`config.mk`:
```
export PLATFORM = sky130hd
export DESIGN_NAME = bcm_scan_scheduler
export DESIGN_NICKNAME = d
export VERILOG_FILES = /design/src/rtl/bcm_scan_scheduler.sv
export SDC_FILE = /design/constraint.sdc
export NUM_CORES = 1
export LEC_CHECK = 0
export ABC_AREA = 0
export CORE_MARGIN = 1
export CORE_UTILIZATION = 27
export CTS_CLUSTER_SIZE = 10
export DETAILED_ROUTE_END_ITERATION = 12
export GPL_TIMING_DRIVEN = 0
export HOLD_SLACK_MARGIN = 0.03
export SETUP_SLACK_MARGIN = 0.4
export SYNTH_ARGS = -nofsm -noshare
export SYNTH_HDL_FRONTEND = slang
export SYNTH_SLANG_ARGS = --single-unit
```
`constraint.sdc`:
```
create_clock -name clk_in -period 1.9 [get_ports clk_in]
set_input_delay 0.38 -clock clk_in [delete_from_list [all_inputs] [get_ports clk_in]]
set_output_delay 0.38 -clock clk_in [all_outputs]
set_load 0.1 [all_outputs]
```
`src/rtl/bcm_scan_scheduler.sv`:
```
// Binary-coded-modulation scan scheduler for a HUB75 panel: sequences shift, blank,
// latch and bit-weighted OE windows, overlapping the next shift with the current window.
module bcm_scan_scheduler #(
  parameter int PIXEL_HALFHEIGHT  = 16,
  parameter int BRIGHTNESS_LEVELS = 6,
  parameter int BASE_TIMEOUT      = 10,
  parameter int BLANK_TICKS       = 2
) (
  input  logic                                 clk_in,
  input  logic                                 reset,
  input  logic                                 enable,
  output logic                                 shift_start,
  output logic [$clog2(PIXEL_HALFHEIGHT)-1:0]  shift_row,
  output logic [$clog2(BRIGHTNESS_LEVELS)-1:0] shift_bit,
  input  logic                                 shift_done,
  output logic                                 latch,
  output logic                                 oe_n,
  output logic [$clog2(PIXEL_HALFHEIGHT)-1:0]  row_addr,
  output logic [$clog2(BRIGHTNESS_LEVELS)-1:0] cur_bit,
  output logic                                 frame_done
);
  // state      | meaning
  // IDLE       | panel dark, waiting for enable
  // WAIT_SHIFT | panel dark, shift of the next step still outstanding
  // BLANK      | OE high settle time before the latch
  // LATCH      | LAT pulse, displayed row/bit take the shifted step
  // DISPLAY    | OE low for the bit-weighted on-time, next shift overlaps
  // DRAIN      | scanning stopped, waiting out the last requested shift
  typedef enum logic [2:0] {IDLE, WAIT_SHIFT, BLANK, LATCH, DISPLAY, DRAIN} state_t;

  localparam int RW = $clog2(PIXEL_HALFHEIGHT);
  localparam int BW = $clog2(BRIGHTNESS_LEVELS);
  localparam int CW = $clog2((BASE_TIMEOUT << (BRIGHTNESS_LEVELS - 1)) + 1);
  localparam int KW = $clog2(BLANK_TICKS + 1);

  localparam logic [RW-1:0] LAST_ROW   = RW'(PIXEL_HALFHEIGHT - 1);
  localparam logic [BW-1:0] LAST_BIT   = BW'(BRIGHTNESS_LEVELS - 1);
  localparam logic [CW-1:0] BASE_CNT   = CW'(BASE_TIMEOUT);
  localparam logic [CW-1:0] CNT_ONE    = CW'(1);
  localparam logic [KW-1:0] BLANK_LOAD = KW'(BLANK_TICKS - 1);

  state_t          state, state_nxt;
  logic [CW-1:0]   cnt, cnt_nxt;
  logic [KW-1:0]   bcnt, bcnt_nxt;
  logic            pending, pending_nxt;
  logic            done_seen, seen_nxt;
  logic [RW-1:0]   srow_nxt, row_nxt;
  logic [BW-1:0]   sbit_nxt, bit_nxt;
  logic            start_nxt, latch_nxt, oe_n_nxt, frame_nxt;
  logic            done_accept, got_done, bit_wrap;
  logic [RW-1:0]   adv_row;
  logic [BW-1:0]   adv_bit;
  logic [CW-1:0]   disp_load;

  // a done in the same cycle as its start cannot belong to that request
  assign done_accept = shift_done & pending & ~shift_start;
  assign got_done    = done_seen | done_accept;
  assign disp_load   = BASE_CNT << shift_bit;
  assign bit_wrap    = (shift_bit == LAST_BIT);
  assign adv_bit     = bit_wrap ? '0 : shift_bit + BW'(1);
  assign adv_row     = !bit_wrap ? shift_row :
                       (shift_row == LAST_ROW) ? '0 : shift_row + RW'(1);

  always_comb begin
    state_nxt   = state;
    cnt_nxt     = cnt;
    bcnt_nxt    = bcnt;
    srow_nxt    = shift_row;
    sbit_nxt    = shift_bit;
    row_nxt     = row_addr;
    bit_nxt     = cur_bit;
    start_nxt   = 1'b0;
    pending_nxt = pending;
    seen_nxt    = done_seen;
    if (done_accept) begin
      pending_nxt = 1'b0;
      seen_nxt    = 1'b1;
    end
    case (state)
      IDLE: begin
        if (enable) begin
          state_nxt   = WAIT_SHIFT;
          start_nxt   = 1'b1;
          srow_nxt    = '0;
          sbit_nxt    = '0;
          pending_nxt = 1'b1;
          seen_nxt    = 1'b0;
        end
      end
      WAIT_SHIFT: begin
        if (got_done) begin
          state_nxt = BLANK;
          bcnt_nxt  = BLANK_LOAD;
        end
      end
      BLANK: begin
        if (bcnt == '0) state_nxt = LATCH;
        else            bcnt_nxt  = bcnt - KW'(1);
      end
      LATCH: begin
        state_nxt   = DISPLAY;
        row_nxt     = shift_row;
        bit_nxt     = shift_bit;
        cnt_nxt     = disp_load;
        start_nxt   = 1'b1;
        srow_nxt    = adv_row;
        sbit_nxt    = adv_bit;
        pending_nxt = 1'b1;
        seen_nxt    = 1'b0;
      end
      DISPLAY: begin
        if (cnt == CNT_ONE) begin
          if (!enable) begin
            state_nxt = DRAIN;
          end else if (got_done) begin
            state_nxt = BLANK;
            bcnt_nxt  = BLANK_LOAD;
          end else begin
            state_nxt = WAIT_SHIFT;
          end
        end else begin
          cnt_nxt = cnt - CNT_ONE;
        end
      end
      DRAIN: begin
        if (got_done) begin
          state_nxt = IDLE;
          srow_nxt  = '0;
          sbit_nxt  = '0;
          seen_nxt  = 1'b0;
        end
      end
      default: state_nxt = IDLE;
    endcase
    latch_nxt = (state_nxt == LATCH);
    oe_n_nxt  = (state_nxt != DISPLAY);
    frame_nxt = (state_nxt == DISPLAY) && (cnt_nxt == CNT_ONE) &&
                (bit_nxt == LAST_BIT) && (row_nxt == LAST_ROW);
  end

  always_ff @(posedge clk_in) begin
    if (reset) state <= IDLE;
    else       state <= state_nxt;
  end

  always_ff @(posedge clk_in) begin
    if (reset) begin
      cnt         <= '0;
      bcnt        <= '0;
      pending     <= 1'b0;
      done_seen   <= 1'b0;
      shift_row   <= '0;
      shift_bit   <= '0;
      row_addr    <= '0;
      cur_bit     <= '0;
      shift_start <= 1'b0;
      latch       <= 1'b0;
      oe_n        <= 1'b1;
      frame_done  <= 1'b0;
    end else begin
      cnt         <= cnt_nxt;
      bcnt        <= bcnt_nxt;
      pending     <= pending_nxt;
      done_seen   <= seen_nxt;
      shift_row   <= srow_nxt;
      shift_bit   <= sbit_nxt;
      row_addr    <= row_nxt;
      cur_bit     <= bit_nxt;
      shift_start <= start_nxt;
      latch       <= latch_nxt;
      oe_n        <= oe_n_nxt;
      frame_done  <= frame_nxt;
    end
  end
endmodule

```
# == Word level (Yosys, flattened, before mapping) ==
# Index checks and enable logic that the tools add are counted.
# totals
regBits,34
wordCells,87
# classes
addsub,4
eq_ne,20
n_shift,1
mux,35
bitwise_logic,4
reduce_logical,10
# ops
operator,count
$mux W3,10
$mux W4,5
$eq A9 B1 Y1 const B,2
$pmux W3 S6,1
$pmux W9 S2,1
$eq A3 B3 Y1 const B,5
$ne A2 B2 Y1 const B,6
$pmux W4 S3,1
$mux W2,5
$eq A3 B2 Y1 const B,3
$mux W9,1
$pmux W3 S3,1
$shl A4 B3 Y9 const A,1
$sub A9 B1 Y9 const B,1
$eq A4 B4 Y1 const B,2
$reduce_and A4 Y1,2
$mux W1,6
$pmux W2 S3,1
$reduce_bool A3 Y1,2
$add A4 B1 Y4 const B,1
$pmux W1 S2,2
$add A3 B1 Y3 const B,1
$eq A3 B1 Y1 const B,1
$logic_and A1 B1 Y1,3
other kinds (9),10

# == Longest topological paths before layout ==
# logic_depth
ltp_word,11
mapped_depth,8

# == Worst setup path before layout ==
# OpenSTA, ideal clock, no wires.
# synth_timing
path_type,register to register
from,register shift_bit[2]
to,register shift_row[3]
arrival_ps,2171
required_ps,1830
setup_slack_ps,-342
path_stages_with_launch,6
path_cell_list,dfxtp_1 -> clkbuf_1 -> and3_1 -> o22ai_4 -> or4_1 -> a21oi_1
# synth_via
elab_chain_cells,3
# synth_rtl
element,line_no,source
from (decl),14,"output logic [$clog2(BRIGHTNESS_LEVELS)-1:0] shift_bit,"
from (signal assigned),166,shift_bit <= sbit_nxt;
$eq A3 B3 Y1,59,assign bit_wrap = (shift_bit == LAST_BIT);
$ne A2 B2 Y1 (no source line),--,
$reduce_and A4 Y1 (no source line),--,
to (signal assigned),165,shift_row <= srow_nxt;
to (decl),13,"output logic [$clog2(PIXEL_HALFHEIGHT)-1:0] shift_row,"
# No other way between the ends.
# A chain may end at the register's enable or synchronous reset.

# == Worst setup path in the final report ==
# layout_timing
from,register cnt[0]
to,register frame_done
# layout_via
elab_chain_cells,7
elab_cells_between_ends,11
cone_classes,add/sub: 1; eq/ne: 3; mux: 4; reduce/logical: 3
# layout_rtl
element,line_no,source
from (decl),43,"logic [CW-1:0] cnt, cnt_nxt;"
from (signal assigned),161,cnt <= cnt_nxt;
$sub A9 B1 Y9 / $eq A9 B1 Y1 (equally long branches),"122, 112",
$mux W9 / $mux W3 (equally long branches),112,if (cnt == CNT_ONE) begin
$pmux W9 S2 / $pmux W3 S6 (equally long branches),79,case (state)
$eq A9 B1 Y1 / $eq A3 B3 Y1 (equally long branches),137,frame_nxt = (state_nxt == DISPLAY) && (cnt_nxt == CNT_ONE) &&
$logic_and A1 B1 Y1 * (2 in a row),137,
$logic_and A1 B1 Y1 *,138,(bit_nxt == LAST_BIT) && (row_nxt == LAST_ROW);
to (signal assigned),172,frame_done <= frame_nxt;
to (decl),20,output logic frame_done
# Every way passes the cells marked *; elsewhere a longest branch is shown, timed or not.

==> flow_metrics.py <==
metrics = {
    "placed_design": {
        "gp_congestion": 0.762,
        "numPortBuffers": 20,
        "dp_hpwl_um": 3650,
        "dp_cells": 355,
    },
    "min_path": {
        "hp-class": "in -> reg",
        "hold_path.startpoint": "reset",
        "hold_depth": 2,
    },
    "cts": {
        "clk_path_buf_depth": 2,
        "clkTransAtPathRegs_ns": 0.08,
        "htreeDepth": 2,
        "clk-insertion-delay-late_ns": 0.29,
        "cts_sinks": 34,
        "tritoncts": "done",
        "cts_made_buffers": 5,
        "cts-root-buf": "clkbuf_8",
    },
    "sta": {
        "hold_slack_ns": 0.471,
        "fmax_mhz": 520,
        "timing.setup.tns_ns": -0.0231,
        "worstMarginPinSlew_ns": 0.722,
        "finalMaxSlewViolations": 0,
        "min_period_ns": 1.92,
        "setup_viol": 1,
        "slew_headroom_pct": 51.8,
        "setup_slack_ns": -0.0231,
        "fin_crit_sh_pct": 101,
        "rsz0062_at_grt": "yes",
        "fin_skew_ns": 0.00838,
        "hold_viol_final": 0,
    },
    "logic_synthesis": {
        "synth_area_um2": 1960,
        "syn_inst": 239,
        "yosys.area.top_type": "dfxtp_1",
        "synthDominantCellAreaShare_pct": 34.7,
        "synthArstFlopShare_pct": 0,
        "synth_cell_type_count": 62,
        "ys_seq_area_share_pct": 34.7,
        "yosys-top-cells-area": "dfxtp_1, a21oi_1, nand2_1, nor2_1, o21ai_0",
        "syn-num-nets": 247,
        "synth_seq_cells": 34,
        "synth_edf_count": 0,
        "ys_warn_count": 0,
        "ys.flop_type": "dfxtp_1",
        "syn_avg_cell_area_um2": 8.20,
    },
    "global_route": {
        "grt_pass1_wl_um": 9490,
        "globalRouteOverflowTotal": 0,
        "track_usage_pct": 16.2,
        "antenna_found_initial": 0,
        "grt_max_degree": 12,
        "grt_pass1_vias": 1901,
    },
    "routing": {
        "via_count": 1992,
        "wl_met1_um": 2730,
        "drc": 0,
        "dr_wl_met3_um": 198,
        "maxUsedRoutingLayer": "met4",
        "wl_um": 5850,
        "viasPerCell": 5.08,
        "antenna_left": 0,
        "dr.pass1.iters": 4,
        "wire_per_inst_um": 14.9,
        "met2_wirelength_um": 2830,
        "first_iter_violations": 114,
    },
    "setup_path": {
        "end_kind": "flip-flop",
        "cp_slowest_cell": "or4_4",
        "crit_fanout": 4,
        "startpoint_type": "flip-flop",
        "cp.arrival_ns": 2.09,
        "cp_data_required_time_ns": 2.07,
        "r2r_setup_slack_ns": -0.02,
        "r2r_cells": 7,
        "cpPeakStageDelay_ns": 0.48,
        "worstSetupPathType": "reg -> reg",
        "startpoint": "cnt[0]$_SDFF_PP0_",
        "worstPathCellList": "inv_4 -> ha_4 -> or3b_4 -> or4_4 -> a31o_1 -> nand4_1 -> nor4_2",
        "r2r-start": "cnt[0]$_SDFF_PP0_",
    },
    "power_and_ir_drop": {
        "p_total_mw": 1.85,
        "leakage_nw": 1.13,
        "peakVddDrop_mv": 0.345,
        "p_per_area_nw_per_um2": 626,
    },
    "floorplan": {
        "die_h_um": 87.2,
        "die_w_um": 87.2,
        "core_um2": 6910,
        "rows": 30,
        "start_util_pct": 28.4,
        "die_area_um2": 7600,
        "ioPinCount": 22,
    },
    "finish": {
        "multiInputGateArea_um2": 1430,
        "diodes": 0,
        "fillers": 678,
        "seqCellArea_um2": 708,
        "drive_above_1_share_pct": 46.3,
        "area_growth_pct": 50.6,
        "nets": 303,
        "finalNonFillerCells": 392,
    },
    "run_status": {
        "violations": "setup timing",
        "outcome": "complete, but fails checks",
    },
    "job": {
        "maxCapViolations": 0,
    },
}
placed cells by master, fill, tap and decap left out, types with 3 or more instances in the layout:
master	instances
nor2_1	16
nand4_1	3
a211o_1	3
clkbuf_1	5
inv_1	8
dfxtp_1	20
clkbuf_4	4
nor2_4	3
a21oi_1	17
clkbuf_2	4
buf_6	14
dfxtp_4	4
a21oi_2	5
or4_4	4
buf_2	15
a211oi_2	3
o21ai_0	6
and3_1	3
buf_4	21
nor3_1	6
nand2_1	20
or3b_4	3
o21ai_1	4
nand2b_1	3
nor2b_1	5
clkbuf_8	8
and3b_1	4
dfxtp_2	10
nand3_1	3
registers in the layout, indices dropped and copies added, names as in the netlist:
| register | flops |
|---|---|
| shift_row | 4 |
| shift_bit | 3 |
| shift_start | 1 |
| state | 3 |
| cur_bit | 3 |
| latch | 1 |
| frame_done | 1 |
| row_addr | 4 |
| cnt | 9 |
| oe_n | 1 |
| bcnt | 2 |
| done_seen | 1 |
| pending | 1 |
kinds of logic after synthesis:
logic type | Yosys count | share of synthesized area [%]
fa+ha+maj | 4 | 2.55
simple gates | 103 | 31.0
buf+inv | 28 | 5.94
mux | 3 | 1.66
compound gates | 64 | 22.8
flops | 34 | 34.7
xor+xnor | 3 | 1.34
cell usage after synthesis, types with 4 or more instances:
cell / instances
and3b_1: 4
ha_1: 4
o21ai_0: 12
nor2b_1: 7
dfxtp_1: 34
and3_1: 4
nor2_1: 21
nand3_1: 4
clkbuf_1: 13
nand2_1: 21
inv_1: 10
a211oi_1: 4
a21oi_1: 22
nor3_1: 7
or4_1: 5
power breakdown:
| group | total (mW) | internal, mW | switching, mW |
|---|---|---|---|
| clock network | 0.848 | 0.560 | 0.288 |
| registers | 0.731 | 0.721 | 0.0102 |
| logic | 0.268 | 0.122 | 0.146 |
| total | 1.85 | 1.40 | 0.444 |
worst max-delay path: cells and delay by family, from the launching register on:
kind | cells | cell delay (ns)
AOI/OAI and AO/OA | 1 | 0.24
adders and majority gates | 1 | 0.11
buffers and inverters | 1 | 0.07
DFF | 1 | 0.37
and+or+nand+nor | 4 | 1.01
metrics by stage:
stage	setup slack, ns	cell area, um2	utilization (%)
finish	-0.0231	2950	42.7
global route	-0.108	2950	42.7
CTS	-0.0126	2800	40.6
detailed placement	-0.565	2380	34.4
global placement	-0.555	2380	34.4
floorplan	0.0869	2060	-
layer usage:
| metal | vias to the layer above | global-route usage (%) |
|---|---|---|
| met5 | - | 0 |
| met4 | 0 | 6.26 |
| met3 | 7 | 2.94 |
| met2 | 38 | 25.5 |
| met1 | 963 | 21.9 |
| li1 | 984 | - |
final timing paths:
kind / endpoint
setup reg to reg: frame_done$_SDFF_PP0_
hold reg to reg: cur_bit[2]$_SDFF_PP0_
hold / removal: state[0]$_SDFF_PP0_
setup / recovery: frame_done$_SDFF_PP0_
cell type report:
type	instances	area share, %
repair buffers	49	12.7
multi-input cells	177	48.5
clock buffers	6	2.80
plain buffers	18	4.45
inverters	10	1.44
well taps	96	4.07
flip-flops and latches	34	24.0
clock inverters	2	2.04
repair_timing:
action / CTS / global route
resized for setup: 147 / 30
gates cloned: 0 / 1
hold buffers: 0 / 0
setup endpoints to repair: 52 / 34
pin swaps: 25 / 12
buffers inserted: 23 / 5
Note: power is estimated with default switching activity, not from simulation.
